### src/rtl/wb_result_stage.sv
// ============================================================================
// Module   : wb_result_stage
// Purpose  : Writeback result selector with a two-entry valid/ready skid buffer.
//            The optional load-data extension is enabled by the LOAD_EXT_EN macro.
// Revision : 1.0  initial release
// ============================================================================
`default_nettype none

module wb_result_stage #(
   parameter int XLEN = 32,
   parameter int NSRC = 4,
   parameter int SELW = 2,
   parameter int REGW = 5
) (
   input  logic                 clk,
   input  logic                 rst,
   input  logic                 in_valid,
   output logic                 in_ready,
   input  logic [SELW-1:0]      res_src,
   input  logic [NSRC*XLEN-1:0] src_data,
   input  logic [REGW-1:0]      in_rd,
   input  logic                 in_regwrite,
   input  logic [2:0]           in_funct3,
   output logic                 out_valid,
   input  logic                 out_ready,
   output logic [XLEN-1:0]      out_result,
   output logic [REGW-1:0]      out_rd,
   output logic                 out_regwrite,
   output logic                 out_we,
   output logic                 sel_err
);

   typedef enum logic [1:0] {
      ST_EMPTY = 2'd0,
      ST_ONE   = 2'd1,
      ST_TWO   = 2'd2
   } state_t;

   // One extra bit so NSRC == 2**SELW is still representable
   localparam logic [SELW:0] NSRC_W = (SELW+1)'(NSRC);

   state_t          state_q, state_d;
   logic [XLEN-1:0] main_result_q, main_result_d;
   logic [REGW-1:0] main_rd_q, main_rd_d;
   logic            main_rw_q, main_rw_d;
   logic [XLEN-1:0] skid_result_q, skid_result_d;
   logic [REGW-1:0] skid_rd_q, skid_rd_d;
   logic            skid_rw_q, skid_rw_d;
   logic            sel_err_q, sel_err_d;

   logic [XLEN-1:0] sel_raw;
   logic [XLEN-1:0] new_result;
   logic            new_rw;
   logic            sel_bad;
   logic            accept;
   logic            fire;

   always_comb begin
      sel_raw = '0;
      for (int k = 0; k < NSRC; k++) begin
         if ({1'b0, res_src} == (SELW+1)'(k)) begin
            sel_raw = src_data[k*XLEN +: XLEN];
         end
      end
   end

   assign sel_bad = ({1'b0, res_src} >= NSRC_W);

`ifdef LOAD_EXT_EN
   always_comb begin
      new_result = sel_raw;
      if ({1'b0, res_src} == (SELW+1)'(1)) begin
         case (in_funct3)
            3'b000:  new_result = {{(XLEN-8){sel_raw[7]}}, sel_raw[7:0]};
            3'b001:  new_result = {{(XLEN-16){sel_raw[15]}}, sel_raw[15:0]};
            3'b100:  new_result = {{(XLEN-8){1'b0}}, sel_raw[7:0]};
            3'b101:  new_result = {{(XLEN-16){1'b0}}, sel_raw[15:0]};
            default: new_result = sel_raw;
         endcase
      end
   end
`else
   logic unused_funct3;
   assign unused_funct3 = ^in_funct3;
   assign new_result    = sel_raw;
`endif

   // x0 is hard-wired zero, so never request a write to it
   assign new_rw = in_regwrite & (in_rd != '0);

   assign in_ready     = (state_q != ST_TWO);
   assign out_valid    = (state_q != ST_EMPTY);
   assign out_result   = main_result_q;
   assign out_rd       = main_rd_q;
   assign out_regwrite = main_rw_q;
   assign sel_err      = sel_err_q;
   assign out_we       = out_valid & out_ready & main_rw_q & ~rst;

   assign accept = in_valid & in_ready;
   assign fire   = out_valid & out_ready;

   always_comb begin
      state_d       = state_q;
      main_result_d = main_result_q;
      main_rd_d     = main_rd_q;
      main_rw_d     = main_rw_q;
      skid_result_d = skid_result_q;
      skid_rd_d     = skid_rd_q;
      skid_rw_d     = skid_rw_q;
      sel_err_d     = sel_err_q | (accept & sel_bad);

      case (state_q)
         ST_EMPTY: begin
            if (accept) begin
               main_result_d = new_result;
               main_rd_d     = in_rd;
               main_rw_d     = new_rw;
               state_d       = ST_ONE;
            end
         end
         ST_ONE: begin
            if (accept && fire) begin
               main_result_d = new_result;
               main_rd_d     = in_rd;
               main_rw_d     = new_rw;
            end else if (accept) begin
               skid_result_d = new_result;
               skid_rd_d     = in_rd;
               skid_rw_d     = new_rw;
               state_d       = ST_TWO;
            end else if (fire) begin
               state_d = ST_EMPTY;
            end
         end
         ST_TWO: begin
            if (fire) begin
               main_result_d = skid_result_q;
               main_rd_d     = skid_rd_q;
               main_rw_d     = skid_rw_q;
               state_d       = ST_ONE;
            end
         end
         default: state_d = ST_EMPTY;
      endcase
   end

   always_ff @(posedge clk) begin
      if (rst) begin
         state_q       <= ST_EMPTY;
         main_result_q <= '0;
         main_rd_q     <= '0;
         main_rw_q     <= 1'b0;
         skid_result_q <= '0;
         skid_rd_q     <= '0;
         skid_rw_q     <= 1'b0;
         sel_err_q     <= 1'b0;
      end else begin
         state_q       <= state_d;
         main_result_q <= main_result_d;
         main_rd_q     <= main_rd_d;
         main_rw_q     <= main_rw_d;
         skid_result_q <= skid_result_d;
         skid_rd_q     <= skid_rd_d;
         skid_rw_q     <= skid_rw_d;
         sel_err_q     <= sel_err_d;
      end
   end

endmodule

`default_nettype wire

### config.mk
export PLATFORM = sky130hd
export DESIGN_NAME = wb_result_stage
export DESIGN_NICKNAME = d
export VERILOG_FILES = /design/src/rtl/wb_result_stage.sv
export SDC_FILE = /design/constraint.sdc
export NUM_CORES = 1
export LEC_CHECK = 0
export CORE_MARGIN = 2
export CORE_UTILIZATION = 43
export DETAILED_ROUTE_END_ITERATION = 16
export PLACE_DENSITY_LB_ADDON = 0.25
export SYNTH_ARGS = -nofsm -noshare
export SYNTH_HDL_FRONTEND = slang
export SYNTH_SLANG_ARGS = --single-unit
### constraint.sdc
create_clock -name clk -period 2.2 [get_ports clk]
set_input_delay 0.44 -clock clk [delete_from_list [all_inputs] [get_ports clk]]
set_output_delay 0.44 -clock clk [all_outputs]
set_load 0.03 [all_outputs]
# --- Word level (Yosys, flattened, before mapping) ---
# Index checks and enable logic that the tools add are counted.
totals:
  input_bits: 143
  reg_bits: 78
op_classes:
  eq_ne: 11
  n_reduce_logical: 9
  bitwise: 7
  mux: 22
ops:
  columns: ["op", "n"]
  rows:
  - ["$mux 32", 7]
  - ["$pmux 32 s3", 1]
  - ["$mux 5", 3]
  - ["$pmux 5 s3", 1]
  - ["$mux 2", 5]
  - ["$ne 2x2->1 const B", 5]
  - ["$reduce_and 4->1", 2]
  - ["$eq 2x2->1 const B", 3]
  - ["$pmux 2 s3", 1]
  - ["$and 1x1->1", 5]
  - ["$reduce_bool 5->1", 1]
  - ["$eq 2x1->1 const B", 2]
  - ["$logic_not 2->1", 2]
  - ["$mux 1", 3]
  - ["$ne 3x3->1 const B", 1]
  - ["$pmux 1 s3", 1]
  - ["$reduce_and 3->1", 1]
  - ["$reduce_bool 3->1", 1]
  - ["$not 1->1", 2]
  - ["$reduce_bool 2->1", 1]
  - ["$logic_and 1x1->1", 1]

# --- Longest topological paths before layout ---
depth:
  ltp_word: 7
  ltp_mapped: 5
  depth_no_buf: 3

# --- Least setup slack after synthesis ---
# Ideal clock, no wire load.
synth_timing:
  path_kind: "input-to-reg"
  from: "input res_src[0]"
  to: "register main_result_q[10], in the netlist out_result[10]"
  arrival_time_ns: 1.543
  setup_time_ns: 0.146
  path_slack_ns: 0.511
  stages: 5
  cell_sequence: "buf_2 > buf_6 > mux4_2 > mux2i_1 > a211oi_2"
synth_between:
  elab_chain_cells: 7
  elab_cells_between_ends: 11
  classes_between: "3 x eq/ne; 7 x mux; 1 x reduce/logical"
synth_rtl:
  columns: ["element", "line", "source"]
  rows:
  - ["start, declared", "19", "input logic [SELW-1:0] res_src,"]
  - ["$logic_not 2->1", "61", "if ({1'b0, res_src} == (SELW+1)'(k)) begin"]
  - ["$mux 32 (3 in a row)", "61", null]
  - ["$mux 32 *", "61", null]
  - ["$mux 32, on equally long branches", "122, 114", null]
  - ["$pmux 32 s3 *", "112", "case (state_q)"]
  - ["end signal, assigned", "159", "main_result_q <= main_result_d;"]
  - ["end, declared", "43", "logic [XLEN-1:0] main_result_q, main_result_d;"]
# Every way passes the cells marked *; elsewhere a longest branch is shown, timed or not. The select of a mux whose other input is x is not followed.
# A chain may end at the register's enable or synchronous reset.

# --- Worst setup path in the final report ---
layout_timing:
  from: "register state_q[0]"
  to: "output out_valid"
layout_between:
  elab_chain_cells: 1
layout_rtl:
  columns: ["element", "line", "source"]
  rows:
  - ["start, declared", "42", "state_t state_q, state_d;"]
  - ["start signal, assigned", "158", "state_q <= state_d;"]
  - ["$reduce_bool 2->1", "92", "assign out_valid = (state_q != ST_EMPTY);"]
  - ["end, declared", "24", "output logic out_valid,"]
# Every way passes these cells.

==> results.md <==
- Outcome: complete, no violations
- Post-CTS Setup Bufs: 0
- Hold_buf cts: 0
- Synth Cell Area: 0.00420 mm²
- Synth cell types: 27
- 1st-iter DRT viols: 151
- NumNets Final: 712
- GRT Total Usage: 22.6%
- Syn Area/Cell: 10.4 µm²
- DP Cell Count: 691
- First-pass GRT wire length: 18.6 mm
- Final Non-Filler Cells: 707
- CTS Buffer Depth: 2
- Final hold viol count: 0
- Lkg Pwr: 2.42 nW
- Crit path from: state_q[0]
- Setup Viol. Count Final: 0
- Routed wl met3: 565 µm
- WL met2: 6.46 mm
- Crit path DAT: 1.66 ns
- CP cell instances: or2_2 -> clkdlybuf4s50_1
- Worst R2R Setup Slack: 0.53 ns
- Ant diodes: 0
- Placement row count: 36
- DRC violations left: 0
- Delay of the slowest cell on the worst path: 0.62 ns
- Clk root buf: clkbuf_8
- Hold depth: 2
- Routability cong.: 0.744
- F_max: 477 MHz
- IO Port Bufs: 180
- Min-Delay Path Class: register to register
- CTS resizes: 0
- Routed Antenna Nets: 0
- Leading post-synthesis cells by instance count: 78 x dfxtp_1, 77 x nand2_1, 56 x a211oi_1
- Core Area: 0.00964 mm²
- CTS tree: built
- FF-to-FF End: out_result[13]
- Worst r2r src: state_q[0]
- Synth async-reset ratio: 0%
- EDFF count, synth: 0
- DR top layer: met4
- Largest net degree at the start of global routing: 79
- Crit start category: register
- Synth warn: 0
- Top-count cell post-synth: dfxtp_1
- Routed len/inst: 17.1 µm
- Mapped Nets: 546
- Largest cells by area after synthesis: dfxtp_1 37%, mux4_2 17%, a211oi_1 10%, mux2i_1 8.8%, nand2_1 6.9%
- Total gr overflow: 0
- Period utilization: 95.3%
- Minimum clock period: 2.10 ns
- WL final: 12.1 mm
- FF+latch count, synth: 78
- Length of routed wiring on met1: 4.87 mm
- Post-route setup TNS: 0 ns
- WS Path Type: register to primary output
- Synth area leader: dfxtp_1
- Io pins: 185
- Seq/Total Area, Yosys: 37.2%
- Router iterations before antenna repair: 7
- Worst vdd ir: 0.374 mV
- Max Cap Viol: 0
- Initial core utilization: 43.6%
- Syn-to-layout area delta: 52.2%
- Share of the synthesized area in the top cell type: 37.2%
- Sink Count: 78
- Required @ worst endpoint: 1.76 ns
- Die W: 103 µm
- Reg2Reg Depth: 4
- Via density: 5.48
- Num CTS Buffers: 9
- Layout cells sized above 1: 17.8%
- Clock Latency Late Sink: 0.35 ns
- Initial antenna violation count: 0
- Fill count: 797
- Power per cell area: 609 mW/mm²
- Die Y: 103 µm
- Worst-path clk slew: 0.08 ns
- Crit path max fanout: 7
- DR vias: 3,876
- Critical Path End: out_valid
- RSZ-0062 raised after global routing: false
- Predominant post-synthesis flop cell: dfxtp_1
- Element type at the critical path end: primary output
- Clock Skew: 0.00812 ns
- Slowest cell on crit path: clkdlybuf4s50_1
- H-tree lvl count: 3
- Number of global-route vias before repair: 3,881
- Pins Over Slew Limit: 0
- Post-synthesis cell count: 403
- Final HPWL DP: 8.61 mm
- DIE AREA: 0.0106 mm²
## area by class of cell
| class | instances | area [µm²] | area share (%) |
|---|---|---|---|
| multi-input combinational | 278 | 2400 | 37.5 |
| timing repair buffer | 201 | 2040 | 31.9 |
| sequential | 78 | 1560 | 24.4 |
| tap | 133 | 166 | 2.60 |
| clock buffer | 9 | 124 | 1.94 |
| clock inverter | 7 | 98.8 | 1.55 |
| inverter | 1 | 3.75 | 0.0587 |
## layout by cell type, fill, tap and decap left out, drive strengths merged
master / n
and4bb: 1
a21o: 2
mux2i: 37
mux4: 32
or3b: 1
nand4bb: 1
and3b: 1
bufinv: 2
nand3: 1
clkinv: 4
conb: 1
clkbuf: 9
mux2: 1
or2: 1
dfxtp: 78
nand2: 77
inv: 1
clkdlybuf4s50: 175
a211oi: 76
or4: 1
and4b: 1
clkinvlp: 1
nand3b: 1
buf: 26
nand2b: 1
a311oi: 1
a21oi: 39
o211ai: 2
## stage by stage
stage	setup slack [ns]	hold WS (ns)	area (µm²)	util, %	power, mW
2_1_floorplan	0.511	0.436	4200	-	2.21
3_3_place_gp	0.153	0.441	6170	64.0	2.72
3_5_place_dp	0.0948	0.446	6170	64.0	2.75
4_1_cts	0.0858	0.458	6390	66.3	3.93
5_1_grt	0.0351	0.474	6390	66.3	4.05
6_report	0.103	0.455	6390	66.3	3.89
## flip-flops by register name, indices dropped and copies added (netlist names)
| name | count |
|---|---|
| out_rd | 5 |
| skid_rw_q | 1 |
| skid_rd_q | 5 |
| out_regwrite | 1 |
| skid_result_q | 32 |
| state_q | 2 |
| out_result | 32 |
## worst max-delay path, delay by kind of cell, from the launching register on
family / cells / cell delay [ns]
AND/OR/NAND/NOR: 1 / 0.33
buffers and inverters: 1 / 0.62
flip-flops: 1 / 0.37
## routing by layer
metal / GRT usage, % / vias to the layer above
met2: 42.7 / 114
met1: 25.8 / 1894
li1: - / 1851
met3: 4.20 / 17
met5: 0 / -
met4: 6.98 / 0
## cell families (layout without fill, tap and decap cells)
group                  Yosys count  after routing  synth area share (%)
AOI/OAI and AO/OA              120            120                  21.5
buffers and inverters           47            218                  5.96
DFF                             78             78                  37.2
muxes                           70             70                  26.3
other                            1              1                0.0893
and+or+nand+nor                 87             87                  8.88
## power by group
part           total (mW)  internal (mW)  switching (mW)
clock network        1.19          0.642           0.543
logic                1.14          0.611           0.534
registers            1.56           1.51          0.0546
## how the worst min path moves through the flow
| stage | startpoint | to |
|---|---|---|
| 2_1_floorplan | skid_rd_q[0] | skid_rd_q[0] |
| 3_3_place_gp | skid_rd_q[3] | skid_rd_q[3] |
| 3_5_place_dp | skid_rd_q[0] | skid_rd_q[0] |
| 4_1_cts | skid_result_q[8] | skid_result_q[8] |
| 5_1_grt | skid_result_q[30] | skid_result_q[30] |
| 6_report | skid_rd_q[4] | skid_rd_q[4] |
Power figures use the tool's default switching activity.
